`src/rtl/ly_2257_4_pkg.sv`:
```
// Shared widths, default divide ratios and the duty-cycle threshold helper
// for the dual clock divider.
package ly_2257_4_pkg;
   localparam int CNT_W        = 16;
   localparam int DIV1_DEFAULT = 2257;
   localparam int DIV2_DEFAULT = 4;

   // First count value at which the divided clock is high: ceil(div/2).
   function automatic int high_threshold(input int div);
      return (div + 1) / 2;
   endfunction
endpackage

```
`src/rtl/clk_div_cnt.sv`:
```
// Free-running modulo-DIV counter with a registered divided clock that is low
// for ceil(DIV/2) cycles and high for floor(DIV/2) cycles.
module clk_div_cnt
   import ly_2257_4_pkg::*;
#(
   parameter int DIV = DIV2_DEFAULT
) (
   input  logic             clk_in,
   input  logic             rst_n,
   output logic [CNT_W-1:0] cnt,
   output logic             div_out
);
   localparam logic [CNT_W-1:0] LAST   = CNT_W'(DIV - 1);
   localparam logic [CNT_W-1:0] THRESH = CNT_W'(high_threshold(DIV));

   logic [CNT_W-1:0] cnt_q, cnt_d;
   logic             out_q, out_d;

   // The output compares the next count so it changes on the same edge as cnt.
   always_comb begin
      cnt_d = (cnt_q == LAST) ? '0 : cnt_q + CNT_W'(1);
      out_d = (cnt_d >= THRESH);
   end

   always_ff @(posedge clk_in or posedge rst_n) begin
      if (rst_n) begin
         cnt_q <= '0;
         out_q <= 1'b0;
      end else begin
         cnt_q <= cnt_d;
         out_q <= out_d;
      end
   end

   assign cnt     = cnt_q;
   assign div_out = out_q;
endmodule

```
`src/rtl/ly_2257_4.sv`:
```
// Two independent clock dividers with a synchronized select choosing which
// divided clock drives the registered clk_out.
module ly_2257_4
   import ly_2257_4_pkg::*;
#(
   parameter int DIV1 = DIV1_DEFAULT,
   parameter int DIV2 = DIV2_DEFAULT
) (
   input  logic             clk_in,
   input  logic             rst_n,
   input  logic             sel,
   output logic             clk_out,
   output logic [CNT_W-1:0] CO1,
   output logic [CNT_W-1:0] CO2,
   output logic             out1,
   output logic             out2
);
   logic sel_meta_q, sel_s_q;
   logic clk_out_q, clk_out_d;

   clk_div_cnt #(.DIV(DIV1)) u_ch1 (
      .clk_in  (clk_in),
      .rst_n   (rst_n),
      .cnt     (CO1),
      .div_out (out1)
   );

   clk_div_cnt #(.DIV(DIV2)) u_ch2 (
      .clk_in  (clk_in),
      .rst_n   (rst_n),
      .cnt     (CO2),
      .div_out (out2)
   );

   // sel has no defined timing relation to clk_in, so it is double-flopped.
   assign clk_out_d = sel_s_q ? out1 : out2;

   always_ff @(posedge clk_in or posedge rst_n) begin
      if (rst_n) begin
         sel_meta_q <= 1'b0;
         sel_s_q    <= 1'b0;
         clk_out_q  <= 1'b0;
      end else begin
         sel_meta_q <= sel;
         sel_s_q    <= sel_meta_q;
         clk_out_q  <= clk_out_d;
      end
   end

   assign clk_out = clk_out_q;
endmodule

```
`config.mk`:
```
export PLATFORM = sky130hd
export DESIGN_NAME = ly_2257_4
export DESIGN_NICKNAME = d
export VERILOG_FILES = /design/src/rtl/ly_2257_4_pkg.sv /design/src/rtl/clk_div_cnt.sv /design/src/rtl/ly_2257_4.sv
export SDC_FILE = /design/constraint.sdc
export NUM_CORES = 1
export LEC_CHECK = 0
export BUFFER_PORTS_ARGS = -buffer_cell sky130_fd_sc_hd__buf_4
export CAP_MARGIN = 20
export CORE_ASPECT_RATIO = 1.4
export CORE_MARGIN = 5
export CORE_UTILIZATION = 55
export CTS_CLUSTER_DIAMETER = 50
export DETAILED_ROUTE_END_ITERATION = 12
export HOLD_SLACK_MARGIN = 0.15
export MAX_ROUTING_LAYER = met4
export PLACE_DENSITY_LB_ADDON = 0.1
export REMOVE_ABC_BUFFERS = 1
export SLEW_MARGIN = 25
export SYNTH_ARGS = -nofsm -noshare
export SYNTH_HDL_FRONTEND = slang
export SYNTH_SLANG_ARGS = --single-unit
```
`constraint.sdc`:
```
create_clock -name clk_in -period 3.95 [get_ports clk_in]
set_input_delay 0.79 -clock clk_in [delete_from_list [all_inputs] [get_ports clk_in]]
set_output_delay 0.79 -clock clk_in [all_outputs]
set_load 0.01 [all_outputs]
```
### Yosys cells after proc, flatten, opt, wreduce, memory -nomap -nowiden

Index checks and enable logic that the tools add are counted.

| word-level totals | value |
|---|---|
| input bits | 3 |
| register bits after elaboration | 37 |
| output and inout bits | 35 |
| word-level logic and storage cells | 16 |

| operators by class | value |
|---|---|
| muxes and demuxes | 3 |
| add/subtract/negate cells | 2 |
| eq/ne operators | 2 |
| $lt $le $gt $ge | 2 |

Operator list:

| cell | count |
|---|---|
| adder 16 x 1 -> 16 bit (second input constant) | 2 |
| two-way mux 16 bit | 2 |
| equality test 16 x 12 -> 1 bit (second input constant) | 1 |
| equality test 16 x 2 -> 1 bit (second input constant) | 1 |
| greater-or-equal comparator 16 x 11 -> 1 bit (second input constant) | 1 |
| greater-or-equal comparator 16 x 2 -> 1 bit (second input constant) | 1 |
| two-way mux 1 bit | 1 |

### Longest topological paths before layout

| logic depth | value |
|---|---|
| depth in word-level cells | 3 |
| depth in mapped cells | 9 |
| depth with buffers taken out | 8 |

### Cells and area by module

Synthesis repeated with hierarchy kept, for this count alone.

| unflattened totals | value |
|---|---|
| cells, all modules | 210 |
| area total of the unflattened synthesis | 2178.3 sq um |

By module, submodules not included:

| module | times used | area an instance (sq um) | sequential area each (sq um) | cells an instance |
|---|---|---|---|---|
| clk_div_cnt at u_ch1 | 1 | 1043.5 | 425.4 | 106 |
| clk_div_cnt at u_ch2 | 1 | 1041.0 | 425.4 | 99 |
| ly_2257_4 | 1 | 93.8 | 75.1 | 5 |

### Worst setup path before layout

No wires, ideal clock.

| timing | value |
|---|---|
| path type | reg-to-reg |
| start point | register u_ch1.cnt_q[0], in the netlist u_ch1.cnt[0] |
| end point | register u_ch1.out_q, in the netlist u_ch1.div_out |
| data arrival time | 1747 ps |
| required time | 3818 ps |
| cell stages (with the launch flop) | 10 |
| library setup time | 132 ps |
| path slack | 2072 ps |
| path buffers | 1 |
| clock period less this slack | 1878 ps |
| path through | dfrtp_1 -> inv_1 -> ha_1 -> nor4b_1 -> and4_2 -> clkbuf_1 -> nand2b_1 -> nand3b_1 -> a21oi_1 -> o221ai_2 |

| between the ends | value |
|---|---|
| longest elaborated chain between the ends | 3 |
| elaborated cells on any way between the ends | 4 |
| classes of those cells | add/sub (1); order compare (1); eq/ne (1); mux (1) |

RTL lines:

| item | RTL line | source |
|---|---|---|
| start: declaration | clk_div_cnt.sv:16 | `logic [CNT_W-1:0] cnt_q, cnt_d;` |
| start signal: assignment | clk_div_cnt.sv:30 | `cnt_q <= cnt_d;` |
| adder 16 x 1 -> 16 bit or equality test 16 x 12 -> 1 bit (tied branches) | clk_div_cnt.sv:21 | `cnt_d = (cnt_q == LAST) ? '0 : cnt_q + CNT_W'(1);` |
| two-way mux 16 bit (*) | clk_div_cnt.sv:21 |  |
| greater-or-equal comparator 16 x 11 -> 1 bit (*) | clk_div_cnt.sv:22 | `out_d = (cnt_d >= THRESH);` |
| named net u_ch1.out_d | clk_div_cnt.sv:17 | `logic out_q, out_d;` |
| end signal: assignment | clk_div_cnt.sv:31 | `out_q <= out_d;` |
| end: declaration | clk_div_cnt.sv:17 |  |

The timed path passes the listed nets; every way through them passes the cells marked *.

### Worst setup path in the final report

Ends and elaborated chain as after synthesis.

==> reports/results.ini <==
[status]
status=complete, no violations

[clocking]
cts_setup_buffers=0
cts-htree-levels=2
cts-root-buf=clkbuf_8
cts_sinks=37
cts_buffer_depth=2
clkSlewWorstSetupHoldPaths_ps=80
cts_tree=done
numCtsBuffers=5
holdBufCountCts=0
clk_latency_ps=290
cts_resized=0

[floorplan]
num_rows=25
die_w_um=60.5
io_pins=38
start_util=0.575
die-height_um=80.6
die_area_um2=4880
coreArea_um2=3410

[timing]
finalHoldViolCount=0
timing.fmax_mhz=498
maxSlewHeadroom=0.691
slew_violations=0
skew_ps=8.58
finalSetupViolCount=0
rsz0062_at_grt=no
holdWs_ps=359
min_period_over_period=0.509
period_needed_ps=2010
tightest_slew_ps=464
fin_tns_setup_ps=0

[grt]
grt_pass1_vias=1607
antenna_found_initial=0
grt_pass1_wl_um=7590
grtUsageMet2=0.364
grt.busiest_layer=met2
grt_overflow=0
use_met1=0.236
gr-usage-met3=0.0370
grt_max_degree=38
track_usage=0.214

[synthesis]
ys_seq_area_frac=0.472
async_flop_share=1.00
synth_seq_cells=37
synth_area_um2=1960
synth_area_per_cell_um2=10.4
ys.flop_type=dfrtp_1
synthCells=188
synth_edf_count=0
yosysWarnings=0
synth_cell_types=43

[critical_path]
worst_r2r_path_depth=8
critPathMaxFanout=8
r2r_end=u_ch1.div_out$_DFF_PP0_
critPathKind=reg -> reg
r2r-start=u_ch1.cnt[0]$_DFF_PP0_
regToRegSetupSlack_ps=1940
crit_path_start_kind=flop
required_ps=4120
worstSetupEndpointType=flop
arrival_ps=2180

[route]
viasPerCell=5.95
drc=0
drt-initial-drc-count=57
firstDrtPassIters=4
num_vias=1582
detail_route.wl_per_cell_um=17.1
wirelength_um=4550
ant_nets=0

[final_layout]
final_net_count=231
fin_cells=266
antennaDiodeCount=0
multi_input_area_um2=961
area.growth.synth_to_final_pct=18.7
fill_cells=265
final_cell_area_um2=2330
seq_area_um2=926
final_layout_size_suffix_gt1_frac=0.265

[pwr]
p_per_area_nw_per_um2=280
vdd_ir_drop_max_mv=0.268
p_leak_nw=1.12

[placed_design]
place_hpwl_um=3280
place_inst=258
io_buffers=37
finalWeightedCongestion=0.951
place_area_um2=2240

[min_path]
hold_depth=0
holdPathEnd=sel_s_q$_DFF_PP0_
hold_class=reg -> reg
min-delay-start=sel_meta_q$_DFF_PP0_

[flow_run]
cap_violations=0

[worst max-delay path, cell delays in order, from the launching register on]
cell and delay, ps:
dfrtp_1 470, inv_1 100, ha_1 330, o21ba_2 210, a311oi_1 230, o21ai_0 140, nand3_1 120, o221a_1 210
o221ai_2 100
[kinds of logic (layout without fill, tap and decap cells)]
group,after synthesis,count (layout),synth area share
AOI/OAI and AO/OA,15,15,0.0613
xor gates and xnor gates,29,29,0.130
and+or+nand+nor,87,87,0.258
buffers and inverters,13,51,0.0377
muxes,4,4,0.0217
DFF,37,37,0.472
adders and majority gates,3,3,0.0191
[sequential cells by signal, indices dropped and copies added (netlist names)]
name / cells
sel_meta_q: 1
u_ch2.div_out: 1
sel_s_q: 1
u_ch1.div_out: 1
clk_out: 1
u_ch1.cnt: 16
u_ch2.cnt: 16
[cell type report]
cell class              instances  area share
multi-input cells             138       0.413
clock inverters                 3     0.00753
inverters                       5     0.00806
well taps                      40      0.0215
clock buffers                   5      0.0296
flip-flops and latches         37       0.398
repair buffers                 38       0.123
[layout by cell type, fill, tap and decap left out, types with 4 or more instances in the layout]
cell type,Yosys,final
and2_1,4,4
and3_1,6,6
buf_4,0,38
clkbuf_8,0,5
dfrtp_1,37,37
inv_1,5,5
nand2_1,14,14
nand3_1,13,13
nand4_1,7,7
nor2_1,8,8
nor2b_1,4,4
nor3_1,7,7
nor4b_1,4,4
xnor2_1,16,16
xor2_1,13,13
[Yosys cell counts, types with 4 or more instances]
library cell	count	area [um2]
and3_1	6	37.5
and2_1	4	25.0
nor3_1	7	35.0
nand4_1	7	43.8
xnor2_1	16	140
nor4b_1	4	35.0
xor2_1	13	114
nand2_1	14	52.6
dfrtp_1	37	926
nor2b_1	4	25.0
inv_1	5	18.8
nor2_1	8	30.0
nand3_1	13	65.1
[metal layers]
layer | wire [um] | up-vias
li1 | - | 736
met1 | 1780 | 764
met2 | 2400 | 65
met3 | 224 | 17
met4 | 144 | 0
met5 | 0 | -
[stage by stage]
step / util / total power, mW / worst slack [ps]
after floorplan: - / 0.393 / 2130
after global placement: 0.657 / 0.397 / 1950
after detailed placement: 0.657 / 0.397 / 1960
after CTS: 0.683 / 0.659 / 1950
after global routing: 0.683 / 0.679 / 1730
final: 0.683 / 0.652 / 1940
[where the power goes]
part / total (mW) / internal [mW] / switching [mW]
registers: 0.380 / 0.379 / 0.000266
logic: 0.00938 / 0.00209 / 0.00729
clock network: 0.262 / 0.122 / 0.141
total: 0.652 / 0.503 / 0.148
[how the worst max path moves through the flow]
stage	start	endpoint
3_5_place_dp	u_ch1.cnt[0]$_DFF_PP0_	u_ch1.div_out$_DFF_PP0_
3_3_place_gp	u_ch1.cnt[0]$_DFF_PP0_	u_ch1.div_out$_DFF_PP0_
5_1_grt	u_ch2.cnt[6]$_DFF_PP0_	u_ch2.div_out$_DFF_PP0_
6_report	u_ch1.cnt[0]$_DFF_PP0_	u_ch1.div_out$_DFF_PP0_
2_1_floorplan	u_ch1.cnt[0]$_DFF_PP0_	u_ch1.div_out$_DFF_PP0_
4_1_cts	u_ch1.cnt[0]$_DFF_PP0_	u_ch1.div_out$_DFF_PP0_
No activity file was read; power rests on OpenSTA's default activity.
